File: src/rtl/fg_multichannel_wavegen_if.sv
// fg_multichannel_wavegen_if: configuration/commit bus between register interface and waveform generator
interface fg_multichannel_wavegen_if #(
  parameter int CH_W = 1,
  parameter int CFG_W = 16
);
  logic we;
  logic [CH_W-1:0] ch;
  logic [2:0] addr;
  logic [CFG_W-1:0] data;
  logic commit;
  logic pending;
  modport master (output we, ch, addr, data, commit, input pending);
  modport slave (input we, ch, addr, data, commit, output pending);
endinterface

File: src/rtl/fg_multichannel_wavegen.sv
// fg_multichannel_wavegen: multichannel phase-accumulator waveform generator with shadowed, tick-aligned commits
module fg_multichannel_wavegen #(
  parameter int NUM_CH = 2,
  parameter int BITWIDTH = 8,
  parameter int PHASE_W = 12,
  parameter int PSC_W = 9,
  parameter int BURST_W = 8,
  parameter int CH_W = 1,
  parameter int CFG_W = 16
) (
  input logic clk_i,
  input logic rst_i,
  input logic enable_i,
  fg_multichannel_wavegen_if.slave cfg,
  output logic [NUM_CH*BITWIDTH-1:0] out_o,
  output logic out_valid_o,
  output logic [NUM_CH-1:0] done_o
);
  localparam int B = BITWIDTH;
  localparam int W = 2 * BITWIDTH + 2;
  localparam logic [B-1:0] LO = {1'b1, {(B-1){1'b0}}};
  localparam logic [B-1:0] HI = ~LO;
  localparam logic signed [W-1:0] YMAX = W'(2 ** (B - 1) - 1);
  localparam logic signed [W-1:0] YMIN = ~YMAX;
  logic [PSC_W-1:0] psc_s, psc_a, cnt;
  logic tick, apply, tick_d, wr;
  logic unused_ok;
  assign unused_ok = ^cfg.data;
  assign tick = enable_i && cnt == psc_a;
  assign apply = cfg.pending && (tick || !enable_i);
  assign wr = cfg.we && cfg.addr != 3'd7;
  always_ff @(posedge clk_i or posedge rst_i)
    if (rst_i) begin
      psc_s <= '0;
      psc_a <= '0;
      cnt <= '0;
      tick_d <= 1'b0;
      out_valid_o <= 1'b0;
      cfg.pending <= 1'b0;
    end else begin
      psc_s <= wr && cfg.addr == 3'd6 ? cfg.data[PSC_W-1:0] : psc_s;
      psc_a <= apply ? psc_s : psc_a;
      cnt <= apply || tick ? '0 : enable_i ? cnt + PSC_W'(1) : cnt;
      tick_d <= apply ? 1'b0 : enable_i ? tick : tick_d;
      out_valid_o <= enable_i && tick_d;
      cfg.pending <= !apply && (cfg.pending || cfg.commit);
    end
  for (genvar c = 0; c < NUM_CH; c++) begin : g_ch
    logic [PHASE_W-1:0] step_s, step_a, duty_s, duty_a, phase;
    logic [B-1:0] amp_s, amp_a, off_s, off_a, u, v, s, sat, res, out_q;
    logic [1:0] mode_s, mode_a;
    logic radix_s, radix_a, done, hit;
    logic [BURST_W-1:0] burst_s, burst_a, pcnt;
    logic [PHASE_W:0] sum;
    logic signed [W-1:0] prod, y;
    assign hit = wr && cfg.addr != 3'd6 && cfg.ch == CH_W'(c);
    assign sum = {1'b0, phase} + {1'b0, step_a};
    always_comb begin
      u = phase[PHASE_W-1 -: B];
      v = phase[PHASE_W-1] ? ~phase[PHASE_W-2 -: B] : phase[PHASE_W-2 -: B];
      s = mode_a == 2'd0 ? u ^ LO : mode_a == 2'd1 ? v ^ LO : mode_a == 2'd2 ? (phase < duty_a ? HI : LO) : HI;
      prod = W'($signed(s)) * W'($signed({1'b0, amp_a}));
      y = done ? W'($signed(off_a)) : (prod >>> (B - 1)) + W'($signed(off_a));
      sat = y > YMAX ? HI : y < YMIN ? LO : y[B-1:0];
      res = {sat[B-1] ^ radix_a, sat[B-2:0]};
    end
    always_ff @(posedge clk_i or posedge rst_i)
      if (rst_i) begin
        step_s <= '0;
        duty_s <= '0;
        amp_s <= '0;
        off_s <= '0;
        mode_s <= '0;
        radix_s <= 1'b0;
        burst_s <= '0;
        step_a <= '0;
        duty_a <= '0;
        amp_a <= '0;
        off_a <= '0;
        mode_a <= '0;
        radix_a <= 1'b0;
        burst_a <= '0;
        phase <= '0;
        pcnt <= '0;
        done <= 1'b0;
        out_q <= '0;
      end else begin
        step_s <= hit && cfg.addr == 3'd0 ? cfg.data[PHASE_W-1:0] : step_s;
        duty_s <= hit && cfg.addr == 3'd1 ? cfg.data[PHASE_W-1:0] : duty_s;
        amp_s <= hit && cfg.addr == 3'd2 ? cfg.data[B-1:0] : amp_s;
        off_s <= hit && cfg.addr == 3'd3 ? cfg.data[B-1:0] : off_s;
        mode_s <= hit && cfg.addr == 3'd4 ? cfg.data[1:0] : mode_s;
        radix_s <= hit && cfg.addr == 3'd4 ? cfg.data[2] : radix_s;
        burst_s <= hit && cfg.addr == 3'd5 ? cfg.data[BURST_W-1:0] : burst_s;
        if (apply) begin
          step_a <= step_s;
          duty_a <= duty_s;
          amp_a <= amp_s;
          off_a <= off_s;
          mode_a <= mode_s;
          radix_a <= radix_s;
          burst_a <= burst_s;
          phase <= '0;
          pcnt <= '0;
          done <= 1'b0;
        end else if (tick && !done) begin
          if (sum[PHASE_W] && burst_a != '0 && pcnt + BURST_W'(1) == burst_a) begin
            done <= 1'b1;
            phase <= '0;
          end else begin
            phase <= sum[PHASE_W-1:0];
            pcnt <= pcnt + BURST_W'(sum[PHASE_W]);
          end
        end
        if (enable_i && tick_d) out_q <= res;
      end
    assign out_o[c*B +: B] = out_q;
    assign done_o[c] = done;
  end
endmodule

File: src/flat_wrapper.sv
// flat-port wrapper written by rule: the top's interface ports become plain ports
module fg_multichannel_wavegen_flat 
#(
  parameter int NUM_CH = 2,
  parameter int BITWIDTH = 8,
  parameter int PHASE_W = 12,
  parameter int PSC_W = 9,
  parameter int BURST_W = 8,
  parameter int CH_W = 1,
  parameter int CFG_W = 16
)
  (clk_i, rst_i, enable_i, out_o, out_valid_o, done_o, cfg_we, cfg_ch, cfg_addr, cfg_data, cfg_commit, cfg_pending);
  fg_multichannel_wavegen_if #(.CH_W(CH_W), .CFG_W(CFG_W)) cfg_i ();
  input logic clk_i;
  input logic rst_i;
  input logic enable_i;
  output logic [NUM_CH*BITWIDTH-1:0] out_o;
  output logic out_valid_o;
  output logic [NUM_CH-1:0] done_o;
  input wire logic [$bits(cfg_i.we)-1:0] cfg_we;
  input wire logic [$bits(cfg_i.ch)-1:0] cfg_ch;
  input wire logic [$bits(cfg_i.addr)-1:0] cfg_addr;
  input wire logic [$bits(cfg_i.data)-1:0] cfg_data;
  input wire logic [$bits(cfg_i.commit)-1:0] cfg_commit;
  output wire logic [$bits(cfg_i.pending)-1:0] cfg_pending;
  assign cfg_i.we = cfg_we;
  assign cfg_i.ch = cfg_ch;
  assign cfg_i.addr = cfg_addr;
  assign cfg_i.data = cfg_data;
  assign cfg_i.commit = cfg_commit;
  assign cfg_pending = cfg_i.pending;
  fg_multichannel_wavegen #(.NUM_CH(NUM_CH), .BITWIDTH(BITWIDTH), .PHASE_W(PHASE_W), .PSC_W(PSC_W), .BURST_W(BURST_W), .CH_W(CH_W), .CFG_W(CFG_W)) u_core (.clk_i(clk_i), .rst_i(rst_i), .enable_i(enable_i), .cfg(cfg_i), .out_o(out_o), .out_valid_o(out_valid_o), .done_o(done_o));
endmodule
File: config.mk
export PLATFORM = sky130hd
export DESIGN_NAME = fg_multichannel_wavegen_flat
export DESIGN_NICKNAME = d
export VERILOG_FILES = /design/src/rtl/fg_multichannel_wavegen_if.sv /design/src/rtl/fg_multichannel_wavegen.sv /design/src/flat_wrapper.sv
export SDC_FILE = /design/constraint.sdc
export NUM_CORES = 1
export LEC_CHECK = 0
export CELL_PAD_IN_SITES_DETAIL_PLACEMENT = 1
export CELL_PAD_IN_SITES_GLOBAL_PLACEMENT = 1
export CORE_MARGIN = 1
export CORE_UTILIZATION = 30
export CTS_BUF_LIST = sky130_fd_sc_hd__clkbuf_16
export CTS_CLUSTER_SIZE = 20
export DETAILED_ROUTE_END_ITERATION = 16
export GPL_TIMING_DRIVEN = 0
export HOLD_SLACK_MARGIN = 0.05
export PLACE_DENSITY_LB_ADDON = 0.1
export SETUP_SLACK_MARGIN = 0.05
export SLEW_MARGIN = 15
export SYNTH_ARGS = -nofsm -noshare
export SYNTH_HDL_FRONTEND = slang
export SYNTH_SLANG_ARGS = --single-unit
File: constraint.sdc
create_clock -name clk_i -period 11.1 [get_ports clk_i]
set_input_delay 2.775 -clock clk_i [delete_from_list [all_inputs] [get_ports clk_i]]
set_output_delay 2.775 -clock clk_i [all_outputs]
set_load 0.05 [all_outputs]
# --- Word-level counts from Yosys, hierarchy flattened ---
# Index checks and enable logic that the tools add are counted.
word_totals:
  regBits: 292
  latch_bits: 0
  ram_bits: 0
  romBits: 0
  wordCells: 172
  memories: 0
op_classes:
  n_addsub: 9
  n_mul: 2
  div: 0
  magnitude_cmp: 6
  eq_ne: 17
  shift: 0
  muxes: 38
  n_bitwise: 9
  n_reduce_logical: 49
op_table:
  columns: ["op", "n"]
  rows:
  - ["8-bit two-way mux", 20]
  - ["12-bit two-way mux", 6]
  - ["18-bit by 8-bit greater-than comparator with 1-bit output (second input constant)", 2]
  - ["18-bit by 8-bit < comparator with 1-bit output (second input constant)", 2]
  - ["18-bit two-way mux", 2]
  - ["8-bit by 9-bit multiplier with 17-bit output", 2]
  - ["1-bit logical AND", 27]
  - ["12-bit by 12-bit adder with 13-bit output", 2]
  - ["12-bit < comparator", 2]
  - ["10-bit by 8-bit adder with 11-bit output", 2]
  - ["9-bit two-way mux", 2]
  - ["8-bit by 1-bit adder with 8-bit output", 2]
  - ["8-bit by 1-bit adder with 8-bit output (second input constant)", 2]
  - ["8-bit == test", 2]
  - ["8-bit inverter", 2]
  - ["8-bit nonzero test", 2]
  - ["2-bit nonzero test", 6]
  - ["9-bit by 1-bit adder with 9-bit output (second input constant)", 1]
  - ["3-bit == test (second input constant)", 3]
  - ["9-bit == test", 1]
  - ["1-bit two-way mux", 8]
  - ["2-bit AND reduction", 4]
  - ["3-bit by 2-bit == test with 1-bit output (second input constant)", 2]
  - ["3-bit != test (second input constant)", 2]
  - ["other kinds (10)", 24]

# --- Depth between registers and ports, before layout ---
# Gate-level depths: netlist of run 1.
logic_depth:
  ltp_word: 12
  ltp_mapped: 33

# --- Least setup slack after synthesis of run 1 ---
# No wires, ideal clock.
synth_timing:
  kind: "flip-flop to flip-flop"
  startpoint: "register u_core.g_ch[0].phase[1]"
  endpoint: "register u_core.g_ch[0].out_q[0]"
  t_arrival_ns: 7.195
  required_time_ns: 11.034
  setup_slack_ns: 3.839
  path_stages_with_launch: 30
  n_path_buf: 0
  cell_sequence: "dfrtp_1 > ha_1 > a21o_1 > a211oi_1 > o211ai_1 > nand4_1 > a21oi_1 > a22oi_1 > or2_2 > fa_1 > fa_1 > inv_1 > fa_1 > fa_1 > ha_1 > nand3_1 > nand2_1 > a41o_1 > o211a_1 > o21a_1 > o21a_1 > nor2_1 > xnor2_1 > ha_1 > or4_1 > nand2_1 > xnor2_1 > nor3_1 > o31ai_2 > o22a_1"
synth_between:
  elab_chain_len: 11
  elab_cells_between_ends: 12
  cone_classes: "add/sub: 1; mul: 1; order compare: 3; mux: 7"
synth_rtl:
  columns: ["item", "line_no", "text"]
  rows:
  - ["start, declared", "fg_multichannel_wavegen.sv:49", "logic [PHASE_W-1:0] step_s, step_a, duty_s, duty_a, phase;"]
  - ["start signal, assigned", "fg_multichannel_wavegen.sv:111", "phase <= sum[PHASE_W-1:0];"]
  - ["12-bit < comparator (*)", "fg_multichannel_wavegen.sv:61", "s = mode_a == 2'd0 ? u ^ LO : mode_a == 2'd1 ? v ^ LO : mode_a == 2'd2 ? (phase < duty_a ? HI : LO) : HI;"]
  - ["8-bit two-way mux (*) (4 in series)", "fg_multichannel_wavegen.sv:61", null]
  - ["8-bit by 9-bit multiplier with 17-bit output (*)", "fg_multichannel_wavegen.sv:62", "prod = W'($signed(s)) * W'($signed({1'b0, amp_a}));"]
  - ["10-bit by 8-bit adder with 11-bit output (*)", "fg_multichannel_wavegen.sv:63", "y = done ? W'($signed(off_a)) : (prod >>> (B - 1)) + W'($signed(off_a));"]
  - ["18-bit two-way mux (*)", "fg_multichannel_wavegen.sv:63", null]
  - ["18-bit by 8-bit < comparator with 1-bit output", "fg_multichannel_wavegen.sv:64", "sat = y > YMAX ? HI : y < YMIN ? LO : y[B-1:0];"]
  - ["8-bit two-way mux", "fg_multichannel_wavegen.sv:64", null]
  - ["8-bit two-way mux (*)", "fg_multichannel_wavegen.sv:64", null]
  - ["end signal, assigned", "fg_multichannel_wavegen.sv:115", "if (enable_i && tick_d) out_q <= res;"]
  - ["end, declared", "fg_multichannel_wavegen.sv:50", "logic [B-1:0] amp_s, amp_a, off_s, off_a, u, v, s, sat, res, out_q;"]
# Mark *: on every way between the ends. The rest lies on a longest branch, timed or not.
# A chain may end at the register's enable or synchronous reset.

# --- Final worst setup path of run 1 ---
layout_timing:
  startpoint: "register u_core.g_ch[1].phase[1]"
  endpoint: "register u_core.g_ch[1].out_q[0]"
layout_between:
  elab_chain_len: 11
  elab_cells_between_ends: 12
  cone_classes: "add/sub: 1; mul: 1; order compare: 3; mux: 7"
layout_rtl:
  columns: ["item", "line_no"]
  rows:
  - ["start, declared", "fg_multichannel_wavegen.sv:49"]
  - ["start signal, assigned", "fg_multichannel_wavegen.sv:111"]
  - ["12-bit < comparator (*)", "fg_multichannel_wavegen.sv:61"]
  - ["8-bit two-way mux (*) (4 in series)", "fg_multichannel_wavegen.sv:61"]
  - ["8-bit by 9-bit multiplier with 17-bit output (*)", "fg_multichannel_wavegen.sv:62"]
  - ["10-bit by 8-bit adder with 11-bit output (*)", "fg_multichannel_wavegen.sv:63"]
  - ["18-bit two-way mux (*)", "fg_multichannel_wavegen.sv:63"]
  - ["18-bit by 8-bit < comparator with 1-bit output", "fg_multichannel_wavegen.sv:64"]
  - ["8-bit two-way mux", "fg_multichannel_wavegen.sv:64"]
  - ["8-bit two-way mux (*)", "fg_multichannel_wavegen.sv:64"]
  - ["end signal, assigned", "fg_multichannel_wavegen.sv:115"]
  - ["end, declared", "fg_multichannel_wavegen.sv:50"]
# Marks and branches as above.

==> impl_metrics.csv, run 1 <==
group,metric,value,unit
synth,synth_edf_count,0,
die,die_area,63600,µm²
clock_network,path_clk_slew,60,ps
clock_network,tritoncts,"yes",
drt,firstDrtPassIters,4,
worst_setup_path,arrival,8810,ps
clock_network,cts-resized-gates,0,
clock_network,cts_setup_buffers,0,
outcome,status,"completed",
worst_setup_path,setup.worst_path.end_class,"register",
synth,ys_types,74,
worst_setup_path,crit_type,"reg2reg",
flow_run,drv_cap,0,
clock_network,hold_buffers,0,
drt,drt_iter0_drc,413,
synth,synth_fp_nets,2150,
layout,syn_to_final_growth,14.2,%
worst_setup_path,critPathBufInv,1,
place,gp_congestion,0.782,
timing,fin_crit,8420,ps
timing,fmax,119,MHz
clock_network,insertion_delay,560,ps
timing,tightest_slew,1120,ps
die,core-area,61700,µm²
layout,finalInstanceArea,21400,µm²
grt,antenna_found_initial,3,
timing,slew_violations,0,
timing,finalCritPeriodShare,75.8,%
drt,vias,13700,
timing,hold_violations,0,
clock_network,cts_root_buf,"clkbuf_16",
worst_hold_path,min_path_type,"reg2reg",
grt,grt_pass1_vias,15100,
clock_network,cts_buffer_depth,3,
clock_network,numCtsBuffers,37,
die,io_pins,45,
grt,grt_pass1_wl,86.2,mm
drt,wl_per_cell,18.7,µm
layout,final_nets,2230,
grt,grt_max_degree,102,
synth,syn_inst,1896,
worst_setup_path,crit_path_frequent_cell,"fa_1",
worst_setup_path,crit_family,"compound AO/OA/AOI/OAI gates",
timing,slew_headroom,25.1,%
timing,setup_viol,0,
die,die_x,252,µm
synth,ys_warn_count,0,
drt,drc,0,
worst_setup_path,slowest_delay,580,ps
grt,grt_usage,17.4,%
worst_setup_path,required,11500,ps
place,dp_hpwl,39.8,mm
timing,rsz0062_at_grt,"false",
timing,fin_skew,22.1,ps
synth,ys_seq_area_share,38.9,%
layout,drive_gt1_share,9.85,%
place,placed_area,20300,µm²
worst_setup_path,cp-start-kind,"register",
drt,drtAntennaViolNets,0,
worst_setup_path,cp_slowest_cell,"a21oi_1",
die,die_h,252,µm
die,num_rows,91,
timing,tns,0,ps
synth,syn-cell-area,18800,µm²
drt,drt_wl_total,53.1,mm
drt,drt-vias-per-instance,4.84,
clock_network,cts_sinks,292,
synth,async_reset_ff_share,100,%
synth,ys_ff_latch,292,
synth,postSynthAreaPerCell,9.90,µm²
place,portBuffers,37,
synth,yosys_most_used_dff,"dfrtp_1",
die,initial_core_util,30.4,%
grt,overflow,0,
clock_network,h-tree-depth,2,
worst_setup_path,cp_max_fo,8,
final cells by class:
class	instances	area, µm²
diodes	1	2.50
plain buffers	63	262
clock buffers	38	951
clock inverters	26	189
fillers	7029	40300
inverters	96	368
multi-input cells	1445	10800
flip-flops and latches	292	7310
well taps	837	1050
repair buffers	41	464
state kept, by name (all words and copies together), names as in the netlist, 24 cells and up:
| signal | cells |
|---|---|
| u_core.g_ch.duty_a | 24 |
| u_core.g_ch.duty_s | 24 |
| u_core.g_ch.phase | 24 |
| u_core.g_ch.step_a | 24 |
| u_core.g_ch.step_s | 24 |
synth_stat cells, drive strengths merged, types with 3 or more instances:
| cell type | n | area share [%] |
|---|---|---|
| nor3b | 4 | 0.21 |
| inv | 96 | 1.9 |
| a21o | 16 | 0.65 |
| buf | 12 | 0.37 |
| clkbuf | 51 | 1.0 |
| nor3 | 35 | 0.96 |
| xor2 | 40 | 1.9 |
| mux2 | 115 | 6.9 |
| or2 | 4 | 0.13 |
| o2111ai | 3 | 0.14 |
| dfrtp | 292 | 39 |
| a211oi | 11 | 0.55 |
| nand4 | 16 | 0.57 |
| nor4 | 5 | 0.23 |
| a41o | 3 | 0.16 |
| and3 | 5 | 0.17 |
| o31ai | 4 | 0.33 |
| o21a | 9 | 0.36 |
| o21bai | 6 | 0.24 |
| nor2b | 23 | 0.77 |
| a31oi | 7 | 0.23 |
| a21oi | 54 | 1.4 |
| o22a | 7 | 0.33 |
| and4 | 4 | 0.19 |
| nand2b | 18 | 0.60 |
| o21ai | 74 | 2.0 |
| a22o | 27 | 1.3 |
| ha | 155 | 10 |
| a22oi | 12 | 0.51 |
| nand2 | 368 | 7.4 |
| o32ai | 6 | 0.28 |
| mux2i | 4 | 0.21 |
| o22ai | 7 | 0.23 |
| o211ai | 8 | 0.32 |
| nor2 | 113 | 2.3 |
| xnor2 | 61 | 2.8 |
| and2 | 93 | 3.1 |
| fa | 74 | 7.9 |
| or3 | 9 | 0.30 |
| nand3 | 24 | 0.67 |
cell families (layout without fill, tap and decap cells):
logic type                 Yosys count  in the layout  synth area share, %
AOI/OAI and AO/OA                  269            269                 9.88
buffers and inverters              159            264                 3.31
muxes                              119            119                 7.11
DFF                                292            292                 38.9
and+or+nand+nor                    727            727                 17.8
xor gates and xnor gates           101            101                 4.71
adders and majority gates          229            229                 18.2
other                                0              1                    0
metrics by stage:
| stage | std cells | hold WS, ps | setup slack (ps) | utilization [%] |
|---|---|---|---|---|
| final | 2839 | 455 | 2680 | 34.7 |
| after detailed placement | 2774 | 450 | 2630 | 32.9 |
| after global routing | 2838 | 487 | 1830 | 34.7 |
| after global placement | 2770 | 443 | -4400 | 32.7 |
| after floorplan | 1896 | 433 | 263 | - |
| after CTS | 2838 | 457 | 2580 | 34.7 |
per-layer routing:
metal | global-route usage [%] | routed length, µm | vias to the layer above
met5 | 0 | 0 | -
met4 | 4.62 | 1030 | 0
met3 | 2.02 | 1780 | 55
met2 | 28.2 | 24300 | 143
met1 | 24.6 | 26000 | 6935
li1 | - | - | 6603
worst register-to-register path: cells and delay by family (launching register included):
family	cells	cell delay, ps
buffers and inverters	1	50
and+or+nand+nor	8	1250
AOI/OAI and AO/OA	13	3460
xor gates and xnor gates	1	80
DFF	1	440
adders and majority gates	7	2960
worst paths after layout:
kind                                                startpoint                             endpoint  slack [ps]  cells after the start
min reg2reg                u_core.g_ch[1].off_s[4]$_DFFE_PP0P_  u_core.g_ch[1].off_a[4]$_DFFE_PP0P_         450                      2
max                        u_core.g_ch[1].phase[1]$_DFFE_PP0P_  u_core.g_ch[1].out_q[0]$_DFFE_PP0P_        2680                     30
min in group asynchronous                                rst_i   u_core.g_ch[1].pcnt[2]$_DFFE_PP0P_        2640                      2
max reg2reg                u_core.g_ch[1].phase[1]$_DFFE_PP0P_  u_core.g_ch[1].out_q[0]$_DFFE_PP0P_        2680                     30
max in group asynchronous                                rst_i  u_core.g_ch[0].amp_a[0]$_DFFE_PP0P_        7180                      4
min                        u_core.g_ch[1].off_s[4]$_DFFE_PP0P_  u_core.g_ch[1].off_a[4]$_DFFE_PP0P_         450                      2
layout by cell type (no fill, tap or decap), drive strengths merged, types with 17 or more instances in the layout:
cell type and n:
nand2 368, dfrtp 292, ha 155, mux2 115, nor2 113, inv 103
and2 93, clkbuf 89, fa 74, o21ai 74, xnor2 61, a21oi 54
xor2 40, clkdlybuf4s50 37, nor3 35, a22o 27, nand3 24, nor2b 23
nand2b 18, clkinv 17
Power of run 1 is not shown: default switching activity piles up to over one toggle a cycle in this logic, so the estimate is an artifact.
==> run 2: changes to the inputs <==
- clock period: 11.1 -> 7.2 ns (I/O delays scaled with it)
==> run 2 against run 1 <==
The run now ends with negative setup slack left. Critical path depth is 2 higher. Fmax is 13% higher. Final cell count is 2.1% higher. Hold slack better by 3.7 ps. Global-route usage is 0.62 points higher. Register-to-register slack worse by 2900 ps. First-iteration DRC count is 9.2% higher. Die area stayed put. Flip-flop and latch count stayed put. Via count is 1.7% higher. Critical endpoint is now u_core.g_ch[0].out_q[6]$_DFFE_PP0P_.
==> impl_metrics.csv, run 2 (synthesis gave the netlist of run 1 again) <==
group,metric,value,unit
outcome,status,"finished with violations",
outcome,violations,"negative setup slack",
drt,drt_iter0_drc,451,
clock_network,cts_sinks,292,
timing,fmax,134,MHz
worst_setup_path,arrival,7860,ps
layout,layout_commonest_cell,"nand2_1",
timing,setup_viol,8,
drt,vias,14000,
worst_setup_path,cp_max_fo,8,
timing,rsz0062_at_grt,"true",
grt,grt_pass1_vias,15300,
worst_setup_path,setup.worst_path.end_class,"register",
die,die_area,63600,µm²
clock_network,numCtsBuffers,37,
timing,worst_slack,-235,ps
timing,fin_crit,7440,ps
flow_run,drv_cap,0,
layout,instances_no_fill,2900,
clock_network,insertion_delay,560,ps
grt,overflow,0,
timing,tightest_slew,1160,ps
drt,wl_per_cell,19.0,µm
place,portBuffers,37,
layout,final_nets,2288,
clock_network,cts_buffer_depth,3,
worst_setup_path,cp_slowest_cell,"fa_1",
die,die_h,252,µm
grt,grt_max_degree,34,
die,die_x,252,µm
worst_setup_path,crit_type,"reg2reg",
clock_network,h-tree-depth,2,
die,io_pins,45,
drt,drt-vias-per-instance,4.82,
grt,grt_usage,18.0,%
place,gp_congestion,0.786,
timing,slew_violations,0,
drt,drtAntennaViolNets,0,
drt,firstDrtPassIters,4,
drt,drt_wl_total,55.2,mm
grt,grt_pass1_wl,89.1,mm
worst_setup_path,crit_path_frequent_cell,"fa_1",
worst_hold_path,min_path_type,"reg2reg",
worst_setup_path,slowest_delay,590,ps
worst_setup_path,required,7630,ps
clock_network,path_clk_slew,60,ps
clock_network,cts_root_buf,"clkbuf_16",
layout,final_cell_mix,"nand2_1, dfrtp_1, ha_1, mux2_2, nor2_1",
die,initial_core_util,30.4,%
clock_network,tritoncts,"yes",
die,core-area,61700,µm²
worst_setup_path,cp-start-kind,"register",
grt,antenna_found_initial,2,
timing,hold_violations,0,
place,dp_hpwl,40.5,mm
timing,fin_skew,23.9,ps
drt,drc,0,
timing,slew_headroom,22.5,%
layout,fin_util,37.0,%
layout,finalInstanceArea,22800,µm²
place,placed_area,20400,µm²
place,dp.cells,2780,
layout,drive_gt1_share,18.7,%
worst_setup_path,crit_family,"adder cells",
worst_setup_path,critPathBufInv,4,
timing,finalCritPeriodShare,103,%
layout,syn_to_final_growth,21.6,%
die,num_rows,91,
[run 2: final timing paths]
check | depth (start not counted) | slack, ps | startpoint | end
max in group asynchronous | 6 | 4350 | rst_i | u_core.g_ch[0].phase[9]$_DFFE_PP0P_
max | 32 | -240 | u_core.g_ch[0].phase[1]$_DFFE_PP0P_ | u_core.g_ch[0].out_q[6]$_DFFE_PP0P_
min | 2 | 460 | u_core.g_ch[0].amp_s[7]$_DFFE_PP0P_ | u_core.g_ch[0].amp_a[7]$_DFFE_PP0P_
min in group asynchronous | 2 | 1620 | rst_i | u_core.g_ch[1].burst_a[6]$_DFFE_PP0P_
max reg2reg | 32 | -240 | u_core.g_ch[0].phase[1]$_DFFE_PP0P_ | u_core.g_ch[0].out_q[6]$_DFFE_PP0P_
min reg2reg | 2 | 460 | u_core.g_ch[0].amp_s[7]$_DFFE_PP0P_ | u_core.g_ch[0].amp_a[7]$_DFFE_PP0P_
[run 2: routing by layer]
metal	wire (µm)	vias up	track usage [%]	part of all wire, %
li1	-	6715	-	-
met1	27100	7082	25.1	49
met2	25800	118	29.9	47
met3	1410	48	2.05	2.6
met4	851	2	4.03	1.5
met5	13	-	0	0.024
[run 2: worst register-to-register path: cells and delay by family (launching register included)]
family                     cells  cell delay [ps]
xor gates and xnor gates       2              230
adders and majority gates      7             2740
buffers and inverters          4              590
and+or+nand+nor                9             1520
AOI/OAI and AO/OA             10             1800
DFF                            1              450
[run 2: cell type report]
| class | count | area [µm²] |
|---|---|---|
| repair buffers | 99 | 1020 |
| flip-flops and latches | 292 | 7320 |
| diodes | 1 | 2.50 |
| plain buffers | 63 | 262 |
| well taps | 837 | 1050 |
| fillers | 6941 | 38900 |
| clock buffers | 38 | 951 |
| inverters | 96 | 364 |
| clock inverters | 29 | 235 |
| multi-input cells | 1445 | 11600 |
[run 2: timing repair]
action	in CTS	in global routing
pin swaps	89	27
resized for setup	136	41
setup buffers	48	5
endpoints found under the setup margin	16	16
hold endpoints to repair	0	0
hold buffers	0	0
[run 2: through the flow]
stage / setup TNS (ps) / setup slack [ps] / hold WS, ps
3_5_place_dp: -19410 / -1360 / 449
2_1_floorplan: 0 / 58.9 / 433
3_3_place_gp: -328810 / -1120 / 443
5_1_grt: -6800 / -517 / 493
4_1_cts: -1990 / -275 / 464
6_report: -1690 / -235 / 458
Power of run 2 is left out for the same reason.
